[src/rtl/mem_arb_pkg.sv]
// mem_arb_pkg: shared FSM/owner enums and default widths for the fetch/data memory arbiter.
package mem_arb_pkg;
    typedef enum logic [2:0] {IDLE, REQ_IF, REQ_D, RSP_IF, RSP_D} state_e;
    typedef enum logic {OWN_IF, OWN_D} owner_e;
    localparam int DEF_AW = 32;
    localparam int DEF_DW = 32;
    localparam int DEF_TIMEOUT = 255;
endpackage

[src/rtl/mem_arb_rr.sv]
// mem_arb_rr: two-way round-robin picker; remembers the last granted owner.
module mem_arb_rr
    import mem_arb_pkg::*;
(
    input  logic   i_clk,
    input  logic   i_rst,
    input  logic   i_if_req,
    input  logic   i_d_req,
    input  logic   i_upd,
    input  owner_e i_owner,
    output owner_e o_winner
);
    owner_e r_last;
    always_ff @(posedge i_clk or posedge i_rst) begin
        if (i_rst) r_last <= OWN_IF;
        else if (i_upd) r_last <= i_owner;
    end
    // on a tie the owner not served last wins
    assign o_winner = (i_if_req && !i_d_req) ? OWN_IF :
                      (i_d_req && !i_if_req) ? OWN_D  :
                      (r_last == OWN_IF)     ? OWN_D  : OWN_IF;
endmodule

[src/rtl/mem_arbiter.sv]
// mem_arbiter: single-outstanding arbiter between fetch and data ports onto one memory port.
// Define MEM_ARB_TIMEOUT_EN to abort an RSP phase after TIMEOUT cycles with an o_err pulse.
module mem_arbiter
    import mem_arb_pkg::*;
#(
    parameter int AW      = DEF_AW,
    parameter int DW      = DEF_DW,
    parameter int TIMEOUT = DEF_TIMEOUT
)(
    input  logic            i_clk,
    input  logic            i_rst,
    input  logic            i_if_req,
    input  logic [AW-1:0]   i_if_addr,
    output logic            o_if_gnt,
    output logic            o_if_rvalid,
    output logic [DW-1:0]   o_if_rdata,
    input  logic            i_d_req,
    input  logic            i_d_we,
    input  logic [DW/8-1:0] i_d_be,
    input  logic [AW-1:0]   i_d_addr,
    input  logic [DW-1:0]   i_d_wdata,
    output logic            o_d_gnt,
    output logic            o_d_rvalid,
    output logic [DW-1:0]   o_d_rdata,
    output logic            o_mem_req,
    output logic            o_mem_we,
    output logic [DW/8-1:0] o_mem_be,
    output logic [AW-1:0]   o_mem_addr,
    output logic [DW-1:0]   o_mem_wdata,
    input  logic            i_mem_gnt,
    input  logic            i_mem_rvalid,
    input  logic [DW-1:0]   i_mem_rdata,
    output logic            o_err
);
    state_e r_state, w_next;
    owner_e w_winner, w_gnt_owner;
    logic   w_upd, w_rsp, w_tmo;

    mem_arb_rr u_rr (
        .i_clk    (i_clk),
        .i_rst    (i_rst),
        .i_if_req (i_if_req),
        .i_d_req  (i_d_req),
        .i_upd    (w_upd),
        .i_owner  (w_gnt_owner),
        .o_winner (w_winner)
    );

    assign w_rsp       = (r_state == RSP_IF) || (r_state == RSP_D);
    assign w_upd       = ((r_state == REQ_IF) || (r_state == REQ_D)) && i_mem_gnt;
    assign w_gnt_owner = (r_state == REQ_D) ? OWN_D : OWN_IF;
    assign o_err       = w_tmo;

`ifdef MEM_ARB_TIMEOUT_EN
    localparam int CW = ($clog2(TIMEOUT + 1) > 8) ? $clog2(TIMEOUT + 1) : 8;
    logic [CW-1:0] r_cnt;
    // counter is zero on the first RSP cycle, so the abort lands on RSP cycle TIMEOUT
    always_ff @(posedge i_clk or posedge i_rst) begin
        if (i_rst) r_cnt <= '0;
        else r_cnt <= w_rsp ? r_cnt + CW'(1) : '0;
    end
    assign w_tmo = w_rsp && !i_mem_rvalid && (r_cnt == CW'(TIMEOUT - 1));
`else
    // RSP never aborts; TIMEOUT only matters when the counter is built
    assign w_tmo = (TIMEOUT < 0);
`endif

    always_ff @(posedge i_clk or posedge i_rst) begin
        if (i_rst) r_state <= IDLE;
        else r_state <= w_next;
    end

    always_comb begin
        w_next      = r_state;
        o_mem_req   = 1'b0;
        o_mem_we    = 1'b0;
        o_mem_be    = '0;
        o_mem_addr  = '0;
        o_mem_wdata = '0;
        o_if_gnt    = 1'b0;
        o_if_rvalid = 1'b0;
        o_if_rdata  = '0;
        o_d_gnt     = 1'b0;
        o_d_rvalid  = 1'b0;
        o_d_rdata   = '0;
        case (r_state)
            IDLE: begin
                if (i_if_req || i_d_req) w_next = (w_winner == OWN_IF) ? REQ_IF : REQ_D;
            end
            REQ_IF: begin
                o_mem_req  = 1'b1;
                o_mem_be   = '1;
                o_mem_addr = i_if_addr;
                o_if_gnt   = i_mem_gnt;
                if (i_mem_gnt) w_next = RSP_IF;
            end
            REQ_D: begin
                o_mem_req   = 1'b1;
                o_mem_we    = i_d_we;
                o_mem_be    = i_d_be;
                o_mem_addr  = i_d_addr;
                o_mem_wdata = i_d_wdata;
                o_d_gnt     = i_mem_gnt;
                if (i_mem_gnt) w_next = RSP_D;
            end
            RSP_IF: begin
                o_if_rvalid = i_mem_rvalid || w_tmo;
                o_if_rdata  = w_tmo ? '0 : i_mem_rdata;
                if (i_mem_rvalid || w_tmo) w_next = IDLE;
            end
            RSP_D: begin
                o_d_rvalid = i_mem_rvalid || w_tmo;
                o_d_rdata  = w_tmo ? '0 : i_mem_rdata;
                if (i_mem_rvalid || w_tmo) w_next = IDLE;
            end
            default: w_next = IDLE;
        endcase
    end
endmodule

[config.mk]
export PLATFORM = sky130hd
export DESIGN_NAME = mem_arbiter
export DESIGN_NICKNAME = d
export VERILOG_FILES = /design/src/rtl/mem_arb_pkg.sv /design/src/rtl/mem_arb_rr.sv /design/src/rtl/mem_arbiter.sv
export SDC_FILE = /design/constraint.sdc
export NUM_CORES = 1
export LEC_CHECK = 0
export CORE_AREA = 2 2 108 110
export CTS_CLUSTER_DIAMETER = 30
export DETAILED_ROUTE_END_ITERATION = 10
export DIE_AREA = 0 0 110 112
export DONT_BUFFER_PORTS = 1
export PLACE_DENSITY = 0.32
export SLEW_MARGIN = 20
export SYNTH_ARGS = -nofsm -noshare
export SYNTH_HDL_FRONTEND = slang
export SYNTH_SLANG_ARGS = --single-unit
export TNS_END_PERCENT = 1
[constraint.sdc]
create_clock -name i_clk -period 2.35 [get_ports i_clk]
set_input_delay 0.47 -clock i_clk [delete_from_list [all_inputs] [get_ports i_clk]]
set_output_delay 0.47 -clock i_clk [all_outputs]
set_load 0.005 [all_outputs]
==> flow_summary.ini <==
[floorplanning]
start_util_pct = 12.0
die_area_um2 = 12300
io_pins = 278
core_area_um2 = 11200
die_w_um = 110
rows = 39
die_h_um = 112

[setup_path]
path_depth = 3
critical_path.top_delay_family = simple AND/OR/NAND/NOR gates
crit_fanout = 10
worstSetupStartpointType = flop
endpoint_kind = output port
path_buf_inv = 0
worstSetupPathType = reg2out
crit_slowest_cell = or4_4
cpPeakStageDelay_ns = 0.59
crit_arrival_ns = 1.74
required_ns = 1.88
r2r_cells = 4
crit_chain = or4_4 > o32ai_4 > and2b_1

[global_route]
grtUsageTotal_pct = 7.74
grt_overflow = 0
grt_pass1_wl_um = 6990
grt_max_degree = 36
first_global_vias = 1236
antenna_found_initial = 0

[placed_design]
place_area_um2 = 1480
port_buffers = 0
place_congestion = 0.659
dp.final_hpwl_um = 4980

[route]
drc = 0
antenna_left = 0
num_vias = 1488
first_iter_violations = 37
wl_per_cell_um = 17.4
vias_per_cell = 4.56
dr.pass1.iters = 4
wl_um = 5660

[layout]
area_delta_synth_final_pct = 16.3
regArea_um2 = 100
fillers = 1281
multi_input_area_um2 = 1120
fin_area_um2 = 1560
utilization_pct = 14.0
drive_gt1_share_pct = 9.34
fin_nets = 323

[power_and_ir_drop]
vdd_drop_max_mv = 0.340
power_density_nw_per_um2 = 1130
p_leak_nw = 0.762

[synthesis]
ys_types = 27
synth-seq-cells = 4
synth-main-ff-cell = dfrtp_1
syn_area_um2 = 1340
yosysMostFrequentCell = and2_1
syn_inst = 195
yosysWarningCount = 0
synth_top_area_share_pct = 31.3
async_reset_ff_share_pct = 100
avgSynthCellArea_um2 = 6.88
yosys-top-cells-count = 67 x and2_1, 33 x and3_1, 32 x a22o_1
synth_fp_nets = 334
yosysSeqAreaShare_pct = 7.46
synth_area_leaders = and2_1 31%, a22o_1 21%, and3_1 15%
yosysTopAreaCell = and2_1
synth_edf_count = 0

[clocking]
cts_tree = done
clk_pin_slew_ns = 0.03
post_cts_resized = 0
cts_buffer_depth = 2
cts_hold_buffers = 0
h-tree-depth = 1
numCtsBuffers = 3
clk_latency_ns = 0.23
post_cts_buffers = 0
clock-sinks = 4
root_buffer = clkbuf_16

[timing]
setup_viol = 0
fmax_mhz = 453
rsz0062_at_grt = false
fin_skew_ns = 0.00154
slew_viol_final = 0
hold_viol = 0
fin_tns_setup_ns = 0
fin_crit_sh_pct = 94.0
layout_min_cycle_time_ns = 2.21

[outcome]
status = completed

[job]
drv_cap = 0

[hold_path]
hp-class = in2async
power breakdown:
group / leakage (nW) / switching, W / internal (W)
logic: 0.678 / 0.000799 / 0.000546
registers: 0.0475 / 0.0000555 / 0.0000994
clock network: 0.0370 / 0.0000477 / 0.000217
total: 0.762 / 0.000902 / 0.000863
path summary, 6_finish.rpt:
path                                      endpoint               startpoint  slack, ns
hold reg to reg            u_rr.r_last$_DFFE_PP0P_  u_rr.r_last$_DFFE_PP0P_       0.57
setup / recovery                           o_d_gnt   r_state[2]$_DFFE_PP0P_       0.14
max in group asynchronous   r_state[2]$_DFFE_PP0P_                    i_rst       2.16
min in group i_clk         u_rr.r_last$_DFFE_PP0P_                i_mem_gnt       0.48
setup reg to reg            r_state[0]$_DFFE_PP0P_   r_state[2]$_DFFE_PP0P_       0.57
hold / removal              r_state[1]$_DFFE_PP0P_                    i_rst       0.03
per-layer routing:
metal	vias up	track usage, %	share of wire, %
li1	656	-	-
met1	662	9.04	37
met2	165	13.7	51
met3	5	1.11	11
met4	0	3.54	1.7
met5	-	0	0
placed cells by master, fill, tap and decap left out:
master	netlist	final
and2_1	67	67
and3_1	33	33
a22o_1	32	32
buf_4	1	8
nor2_1	8	7
inv_1	5	5
a21o_1	4	4
dfrtp_1	4	4
clkbuf_16	0	3
a21oi_1	2	2
diode_2	0	1
nor3_1	2	1
xnor2_1	1	1
or4_4	1	1
o32ai_4	1	1
maj3_1	1	1
nand2b_1	1	1
o21ai_0	1	1
o41ai_1	1	1
o22ai_1	1	1
nor3_2	0	1
nor2_2	0	1
or2_2	1	1
nor3b_2	0	1
and2b_1	1	1
nor4_1	1	1
a2111o_1	1	1
conb_1	1	1
kinds of logic after synthesis:
family	synth area share, %
compound gates	28.3
xor+xnor	0.653
fa+ha+maj	0.746
buf+inv	9.61
flops	7.46
other cells	0.280
simple gates	53.0
through the flow:
| step | setup WS (ns) | cells | hold slack (ns) | total power [W] |
|---|---|---|---|---|
| after floorplan | 0.479 | 195 | 0.236 | 0.00127 |
| after global placement | 0.409 | 322 | 0.260 | 0.00152 |
| after detailed placement | 0.382 | 322 | 0.271 | 0.00153 |
| after CTS | 0.147 | 325 | 0.0350 | 0.00180 |
| after global routing | 0.0760 | 325 | 0.0435 | 0.00196 |
| final | 0.141 | 326 | 0.0256 | 0.00176 |
registers in the layout (all words and copies together) (netlist names):
name,count
r_state,3
u_rr.r_last,1
layout make-up:
| type | instances | area share, % |
|---|---|---|
| diodes | 1 | 0.160 |
| clock buffers | 3 | 4.81 |
| inverters | 5 | 1.20 |
| multi-input cells | 162 | 72.1 |
| flip-flops and latches | 4 | 6.42 |
| well taps | 143 | 11.5 |
| repair buffers | 8 | 3.85 |
Note: power is estimated with default switching activity, not from simulation.
